[src/rtl/ntru_pkg.sv]
// Shared constants and FSM state type for the NTRU polynomial arithmetic blocks.
package ntru_pkg;

  // Coefficients per polynomial and coefficient width (modulus 2^Q_BITS).
  localparam int N_COEF = 701;
  localparam int Q_BITS = 13;

  // Control FSM states of the streaming polynomial subtractor.
  typedef enum logic [1:0] {
    ST_IDLE  = 2'd0,
    ST_RUN   = 2'd1,
    ST_DRAIN = 2'd2
  } state_t;

  // Ceiling log2 with a floor of one bit, for counter sizing.
  function automatic int cnt_bits(input int n);
    int r;
    r = 1;
    while ((1 << r) < n) begin
      r = r + 1;
    end
    return r;
  endfunction

endpackage

[src/rtl/sub_2i13_o13.sv]
// Combinational W-bit modular subtractor built as a + ~b + 1.
// The half-sum slice produces generate/propagate; the prefix section
// resolves carries with a Kogge-Stone tree whose bit-0 carry-in is
// folded into the first generate, so the final borrow simply falls off.
module sub_2i13_o13
  import ntru_pkg::*;
#(
  parameter int W = Q_BITS
) (
  input  logic [W-1:0] a,
  input  logic [W-1:0] b,
  output logic [W-1:0] hs_g,
  output logic [W-1:0] hs_p,
  input  logic [W-1:0] g_in,
  input  logic [W-1:0] p_in,
  output logic [W-1:0] diff
);

  localparam int LV = cnt_bits(W);

  logic [W-1:0] gl [0:LV];
  logic [W-1:0] pl [0:LV];
  logic [W-1:0] carry;

  // Half-sum slice: generate and propagate of a + ~b.
  always_comb begin
    hs_g = a & ~b;
    hs_p = a ^ ~b;
  end

  // Prefix tree: black cells (G,P) while the span is partial, grey cells (G only) once it reaches bit 0.
  always_comb begin
    for (int l = 0; l <= LV; l++) begin
      gl[l] = '0;
      pl[l] = '0;
    end
    gl[0]    = g_in;
    pl[0]    = p_in;
    gl[0][0] = g_in[0] | p_in[0];
    for (int l = 1; l <= LV; l++) begin
      for (int i = 0; i < W; i++) begin
        if (i >= (1 << (l - 1))) begin
          gl[l][i] = gl[l-1][i] | (pl[l-1][i] & gl[l-1][i - (1 << (l - 1))]);
          if (i >= (2 << (l - 1))) begin
            pl[l][i] = pl[l-1][i] & pl[l-1][i - (1 << (l - 1))];
          end else begin
            pl[l][i] = pl[l-1][i];
          end
        end else begin
          gl[l][i] = gl[l-1][i];
          pl[l][i] = pl[l-1][i];
        end
      end
    end
  end

  // Sum: carry into bit 0 is the +1 of two's complement negation; carry out of the MSB is dropped.
  always_comb begin
    carry    = '0;
    carry[0] = 1'b1;
    for (int i = 1; i < W; i++) begin
      carry[i] = gl[LV][i-1];
    end
    diff = p_in ^ carry;
  end

endmodule

[src/rtl/poly_sub_q13.sv]
// Streaming polynomial subtractor: out[i] = (a[i] - b[i]) mod 2^W for N
// coefficients per start pulse, through a two-stage valid/ready pipeline.
// Stage 1 holds the half-sum generate/propagate, stage 2 the resolved result.
module poly_sub_q13
  import ntru_pkg::*;
#(
  parameter int N = N_COEF,
  parameter int W = Q_BITS
) (
  input  logic         clk,
  input  logic         rst_n,
  input  logic         start,
  input  logic         in_valid,
  output logic         in_ready,
  input  logic [W-1:0] a_coef,
  input  logic [W-1:0] b_coef,
  output logic         out_valid,
  input  logic         out_ready,
  output logic [W-1:0] out_coef,
  output logic         out_last,
  output logic         busy,
  output logic         done
);

  localparam int              CW       = cnt_bits(N);
  localparam logic [CW-1:0]   LAST_IDX = CW'(N - 1);
  localparam logic [CW-1:0]   CNT_ONE  = CW'(1);

  state_t        state;
  logic [CW-1:0] in_cnt;
  logic [CW-1:0] out_cnt;

  logic          s1_valid;
  logic [W-1:0]  s1_g;
  logic [W-1:0]  s1_p;

  logic [W-1:0]  hs_g;
  logic [W-1:0]  hs_p;
  logic [W-1:0]  diff;

  logic          adv1;
  logic          adv2;
  logic          in_fire;
  logic          out_fire;

  sub_2i13_o13 #(
    .W (W)
  ) u_sub (
    .a    (a_coef),
    .b    (b_coef),
    .hs_g (hs_g),
    .hs_p (hs_p),
    .g_in (s1_g),
    .p_in (s1_p),
    .diff (diff)
  );

  // Handshake: a stage advances when empty or when the stage below it advances.
  always_comb begin
    adv2     = 1'b0;
    adv1     = 1'b0;
    in_ready = 1'b0;
    in_fire  = 1'b0;
    out_fire = 1'b0;
    adv2     = ~out_valid | out_ready;
    adv1     = ~s1_valid | adv2;
    if (state == ST_RUN) begin
      in_ready = adv1;
    end else begin
      in_ready = 1'b0;
    end
    in_fire  = in_valid & in_ready;
    out_fire = out_valid & out_ready;
  end

  // Last flag follows the output counter so it stays aligned through stalls and bubbles.
  always_comb begin
    out_last = 1'b0;
    if (out_valid && (out_cnt == LAST_IDX)) begin
      out_last = 1'b1;
    end else begin
      out_last = 1'b0;
    end
  end

  // Control FSM: counters, busy and the one-cycle done pulse.
  always_ff @(posedge clk or negedge rst_n) begin
    if (!rst_n) begin
      state   <= ST_IDLE;
      in_cnt  <= '0;
      out_cnt <= '0;
      busy    <= 1'b0;
      done    <= 1'b0;
    end else begin
      done <= 1'b0;
      case (state)
        ST_IDLE: begin
          if (start) begin
            state   <= ST_RUN;
            in_cnt  <= '0;
            out_cnt <= '0;
            busy    <= 1'b1;
          end
        end
        ST_RUN: begin
          if (in_fire) begin
            in_cnt <= in_cnt + CNT_ONE;
            if (in_cnt == LAST_IDX) begin
              state <= ST_DRAIN;
            end
          end
          if (out_fire) begin
            out_cnt <= out_cnt + CNT_ONE;
          end
        end
        ST_DRAIN: begin
          if (out_fire) begin
            if (out_cnt == LAST_IDX) begin
              state   <= ST_IDLE;
              out_cnt <= '0;
              busy    <= 1'b0;
              done    <= 1'b1;
            end else begin
              out_cnt <= out_cnt + CNT_ONE;
            end
          end
        end
        default: begin
          state <= ST_IDLE;
          busy  <= 1'b0;
        end
      endcase
    end
  end

  // Datapath pipeline: stage 1 half-sums, stage 2 resolved difference held while stalled.
  always_ff @(posedge clk or negedge rst_n) begin
    if (!rst_n) begin
      s1_valid  <= 1'b0;
      s1_g      <= '0;
      s1_p      <= '0;
      out_valid <= 1'b0;
      out_coef  <= '0;
    end else begin
      if (adv1) begin
        s1_valid <= in_fire;
        if (in_fire) begin
          s1_g <= hs_g;
          s1_p <= hs_p;
        end
      end
      if (adv2) begin
        out_valid <= s1_valid;
        if (s1_valid) begin
          out_coef <= diff;
        end
      end
    end
  end

endmodule
[config.mk]
export PLATFORM = sky130hd
export DESIGN_NAME = poly_sub_q13
export DESIGN_NICKNAME = d
export VERILOG_FILES = /design/src/rtl/ntru_pkg.sv /design/src/rtl/sub_2i13_o13.sv /design/src/rtl/poly_sub_q13.sv
export SDC_FILE = /design/constraint.sdc
export NUM_CORES = 1
export LEC_CHECK = 0
export ABC_AREA = 1
export BUFFER_PORTS_ARGS = -buffer_cell sky130_fd_sc_hd__clkbuf_2
export CORE_MARGIN = 4
export CORE_UTILIZATION = 40
export CTS_BUF_LIST = sky130_fd_sc_hd__clkbuf_8
export CTS_CLUSTER_SIZE = 40
export DETAILED_ROUTE_END_ITERATION = 7
export PLACE_DENSITY = 0.63
export SYNTH_ARGS = -nofsm -noshare
export SYNTH_HDL_FRONTEND = slang
export SYNTH_SLANG_ARGS = --single-unit
[constraint.sdc]
create_clock -name clk -period 3.8 [get_ports clk]
set_input_delay 0.76 -clock clk [delete_from_list [all_inputs] [get_ports clk]]
set_output_delay 0.76 -clock clk [all_outputs]
set_load 0.03 [all_outputs]
# After elaboration in Yosys (flattened, before gate mapping)
# Index checks and enable logic that the tools add are counted.
# word_totals
inputBits	31
ff_bits	64
output_inout_bits	18
# op_classes
addsub	2
reduce_logical	10
eq_ne	10
n_bitwise	100
mux	22
# op_table
op	count
$and A1 B1 Y1	57
$mux W10	5
$or A1 B1 Y1	36
$pmux W10 S3	1
$xor A13 B13 Y13	2
$add A10 B1 Y10 const B	2
$eq A10 B10 Y1 const B	2
$pmux W10 S2	1
$not A13 Y13	1
$and A12 B12 Y12	1
$mux W2	5
$ne A2 B2 Y1 const B	5
$mux W1	8
$reduce_and A4 Y1	2
$pmux W2 S3	1
$reduce_and A5 Y1	1
$reduce_and A2 Y1	2
$not A1 Y1	3
$pmux W1 S3	1
$reduce_and A3 Y1	1
$reduce_bool A3 Y1	1
$eq A2 B1 Y1 const B	1
$eq A2 B2 Y1 const B	1
$logic_not A2 Y1	1
3 further kinds	3

# Longest topological paths before layout
# logic_depth
depth_word	8
ltp_mapped	11
depth_no_buf	11

# Cells and area by module
# Synthesis repeated with hierarchy kept, for this count alone.
# hier_totals
hier_cells	492
area_unflattened_um2	4156.5
# by_module_without_submodules
mod	cells_per_inst	n_inst	seq_area_each_um2	area_each_um2
poly_sub_q13	324	1	1626.6	3264.4
sub_2i13_o13	168	1	0.0	892.1

# Worst setup path before layout
# No wires, ideal clock.
# synth_path
kind	register to output
from	register state[1]
to	output in_ready
path_stages_with_launch	6
required_ps	3040
path_slack_ps	1748
n_path_buf	1
t_arrival_ps	1292
path_cell_list	dfrtp_1 -> inv_1 -> ha_1 -> clkbuf_1 -> nand2_1 -> inv_1
# synth_between
elab_chain_cells	2
# synth_lines
item	line_no	source
start, declared	poly_sub_q13.sv:29	state_t state;
start signal, assigned	poly_sub_q13.sv:89	state <= ST_IDLE;
start signal, assigned	poly_sub_q13.sv:99	state <= ST_RUN;
start signal, assigned	poly_sub_q13.sv:109	state <= ST_DRAIN;
$eq A2 B1 Y1	poly_sub_q13.sv:67	if (state == ST_RUN) begin
$mux W1	poly_sub_q13.sv:67	
end, declared	poly_sub_q13.sv:14	output logic in_ready,
# Every way passes these cells.

# Worst setup path in the final report
# layout_path
from	register state[1]
to	register in_cnt[1]
# layout_between
elab_chain_cells	5
elab_cells_between_ends	9
cone_classes	eq/ne: 3; mux: 2; bitwise: 1; reduce/logical: 3
# layout_lines
item	line_no	source
$eq A2 B1 Y1	poly_sub_q13.sv:67, poly_sub_q13.sv:96	
$mux W1	poly_sub_q13.sv:67	
$and A1 B1 Y1	poly_sub_q13.sv:72	in_fire = in_valid & in_ready;
$ne A2 B2 Y1 (no source line)	n/a	
$reduce_and A3 Y1 (no source line)	n/a	
end signal, assigned	poly_sub_q13.sv:107	in_cnt <= in_cnt + CNT_ONE;
end, declared	poly_sub_q13.sv:30	logic [CW-1:0] in_cnt;
# Several ways; a longest one is shown, not always the timed one.
# A chain may end at the register's enable or synchronous reset.

==> key figures <==
Global route
  • Vias in the first global route: 3284
  • GRT Total Usage: 0.161
  • Largest net degree at the start of global routing: between 40 and 50
  • Total congestion overflow: 0
  • First-pass GRT wire length: about 15 mm
  • Initial antenna violation count: 0

Routing
  • Routed WL per cell: 11.5 um
  • Total routed wirelength: 8.15 mm
  • Vias per inst: 4.67
  • Router iterations before antenna repair: 4
  • ANT nets after route: 0
  • Iter 0 DRT Violations: 103
  • Final routed DRC violation total: 0
  • DR vias: 3319

Worst setup path
  • Worst R2R Path Depth: 8
  • Reg2reg setup slack: 1.30 ns
  • CP Max Fanout: 16
  • WS Path Type: reg -> reg
  • Reg2reg end: in_cnt[1]
  • Crit path DAT: 2.77 ns
  • Required @ worst endpoint: 4.07 ns
  • CP Cell Sequence: inv_1, ha_1, nand3_1, o21ai_0, nand2_1, inv_1, nand3_1, o21ai_0
  • Origin of the critical flop-to-flop path: state[1]
  • CP bufs+invs: 2
  • Worst Setup Start Kind: register
  • Setup crit end kind: register
  • Cell family with most CP delay: simple AND/OR/NAND/NOR gates
  • Slowest cell delay on critical path: 0.52 ns
  • Max stage delay cell, worst path: ha_1

Yosys
  • Synth top area cells: dfrtp_1 42%, nand2_1 19%, inv_1 7.9%
  • Most frequent cell after synthesis: nand2_1
  • Seq cells post-synth: 64
  • Ys async rst share: 1.00
  • Gate Count Post-Synth: 524
  • YS warnings: 0
  • Synth Area per Inst: 7.30 um^2
  • Most used DFF post-synth: dfrtp_1
  • Leading area contributor after synthesis: dfrtp_1
  • EDFF count, synth: 0
  • Synth top area share: 0.419
  • Post-Syn Area: 0.00382 mm^2
  • Post-synthesis cell type count: 32
  • Post-synthesis sequential area ratio: 0.419
  • Synth top cells by count: 191 x nand2_1, 80 x inv_1, 64 x dfrtp_1
  • Synthesized Nets: 576

Placement
  • Placed cell areas: 0.00419 mm^2
  • Placed cells: 694
  • Port Buffers: 48
  • Hpwl dp: 6.23 mm
  • GPL Wtd Cong: 0.854

Power and ir drop
  • Maximum VDD drop: a little under 0.3 mV
  • Static Leakage: between 2 and 2.5 nW
  • Cell Pwr Density: 695 mW/mm^2

Timing
  • Final setup viols: 0
  • Slew headroom: 0.459
  • Setup_tns: 0 ns
  • Ratio of final minimum period to clock period: 0.658
  • Fin Hold WS: 0.486 ns
  • Minimum clock period: roughly 2.5 ns
  • Layout Skew: 0.0153 ns
  • Highest clock rate: 0.400 GHz
  • Hold Vio Cnt, Final: 0
  • Worst slew pin tran: a little over 0.8 ns
  • Max-slew violations: 0
  • RSZ-0062 raised after global routing: false

Finish
  • Ratio of cells with drive above 1 in the final layout: 0.146
  • Seq. cell area: 0.00160 mm^2
  • Filler Cell Count: 992
  • Nets: 628
  • Area Overhead vs Synth: 14.7%
  • ANT cells: 0
  • Non-Filler Instances: 710
  • Multi-input logic area: about 0.0019 mm^2
  • Design area: ~0.0044 mm^2
  • Final core occ: 0.472

Clock tree
  • CTS Hold Bufs: 0
  • Clock tree sinks: 64
  • Cts repair resizes: 0
  • CTS tree: done
  • Clk buf depth: 2
  • Total CTS buffers: 9
  • Root Driver: clkbuf_8
  • Total setup buffers inserted after CTS: 0
  • Worst-Skew Late Latency: approximately 0.35 ns
  • H-Tree Depth: 3
  • Clk pin slew, worst setup/hold paths: 0.08 ns

Run status
  • Status: finished clean

Floorplanning
  • Core ar.: slightly above 0.009 mm^2
  • Initial core utilization: 0.412
  • Io pins: 49
  • Die Area: around 0.011 mm^2
  • Chip Width: 106 um
  • Die Y: 106 um
  • Row count: 35

Flow run
  • Max_cap viols: 0

Worst hold path
  • HP Class: in -> async
==> report_power, final <==
group          switching [mW]  total [mW]  internal (mW)
logic                   0.962        1.37          0.408
registers               0.180        1.09          0.905
clock network           0.274       0.591          0.317
==> sequential cells by signal, summed over array words and instances (netlist names) <==
| signal | flops |
|---|---|
| out_cnt | 10 |
| s1_p | 13 |
| done | 1 |
| out_coef | 13 |
| s1_valid | 1 |
| in_cnt | 10 |
| busy | 1 |
| state | 2 |
| s1_g | 12 |
| out_valid | 1 |
==> layout make-up <==
| type | count | share of cell area |
|---|---|---|
| inverters | 84 | 0.0725 |
| multi-input cells | 367 | 0.422 |
| clock inverters | 6 | 0.0137 |
| well taps | 129 | 0.0368 |
| repair buffers | 50 | 0.0582 |
| flip-flops and latches | 64 | 0.365 |
| clock buffers | 10 | 0.0314 |
==> cell usage in the layout (no fill, tap or decap), types with 10 or more instances in the layout <==
master    Yosys  routed
inv_1        80      81
ha_1         21      21
dfrtp_1      64      64
nand4_1      14      14
clkbuf_2      0      48
clkbuf_8      0      10
nand3_1      38      38
nor2_1       23      23
nand2_1     191     191
o21ai_0      32      32
==> routing by layer <==
layer	part of all wire	vias to the layer above	global-route usage
li1	-	1747	-
met1	0.44	1501	0.197
met2	0.50	60	0.282
met3	0.044	11	0.0404
met4	0.013	0	0.0407
met5	0	-	0
==> worst max path at each step <==
stage / start / endpoint / slack [ns] / cells after the start
after floorplan: state[1] / in_ready / 1.75 / 5
after global placement: state[1] / in_cnt[0] / 1.43 / 8
after detailed placement: state[1] / in_cnt[1] / 1.31 / 8
after CTS: state[1] / in_cnt[1] / 1.29 / 8
after global routing: state[1] / in_cnt[2] / 0.95 / 8
final: state[1] / in_cnt[1] / 1.30 / 8
==> through the flow <==
stage / worst slack [ns] / power [mW]
after floorplan: 1.75 / 2.13
after global placement: 1.43 / 2.46
after detailed placement: 1.31 / 2.48
after CTS: 1.29 / 3.09
after global routing: 0.952 / 3.34
final: 1.30 / 3.05
==> kinds of logic after synthesis <==
family                   after synthesis  share of synthesized area
AO/OA/AOI/OAI                         54                     0.0805
XOR/XNOR                               9                     0.0206
adder cells (fa/ha/maj)               21                     0.0687
buffers and inverters                 93                     0.0972
flip-flops                            64                      0.419
AND/OR/NAND/NOR                      283                      0.314
(Power assumes the default switching activity.)
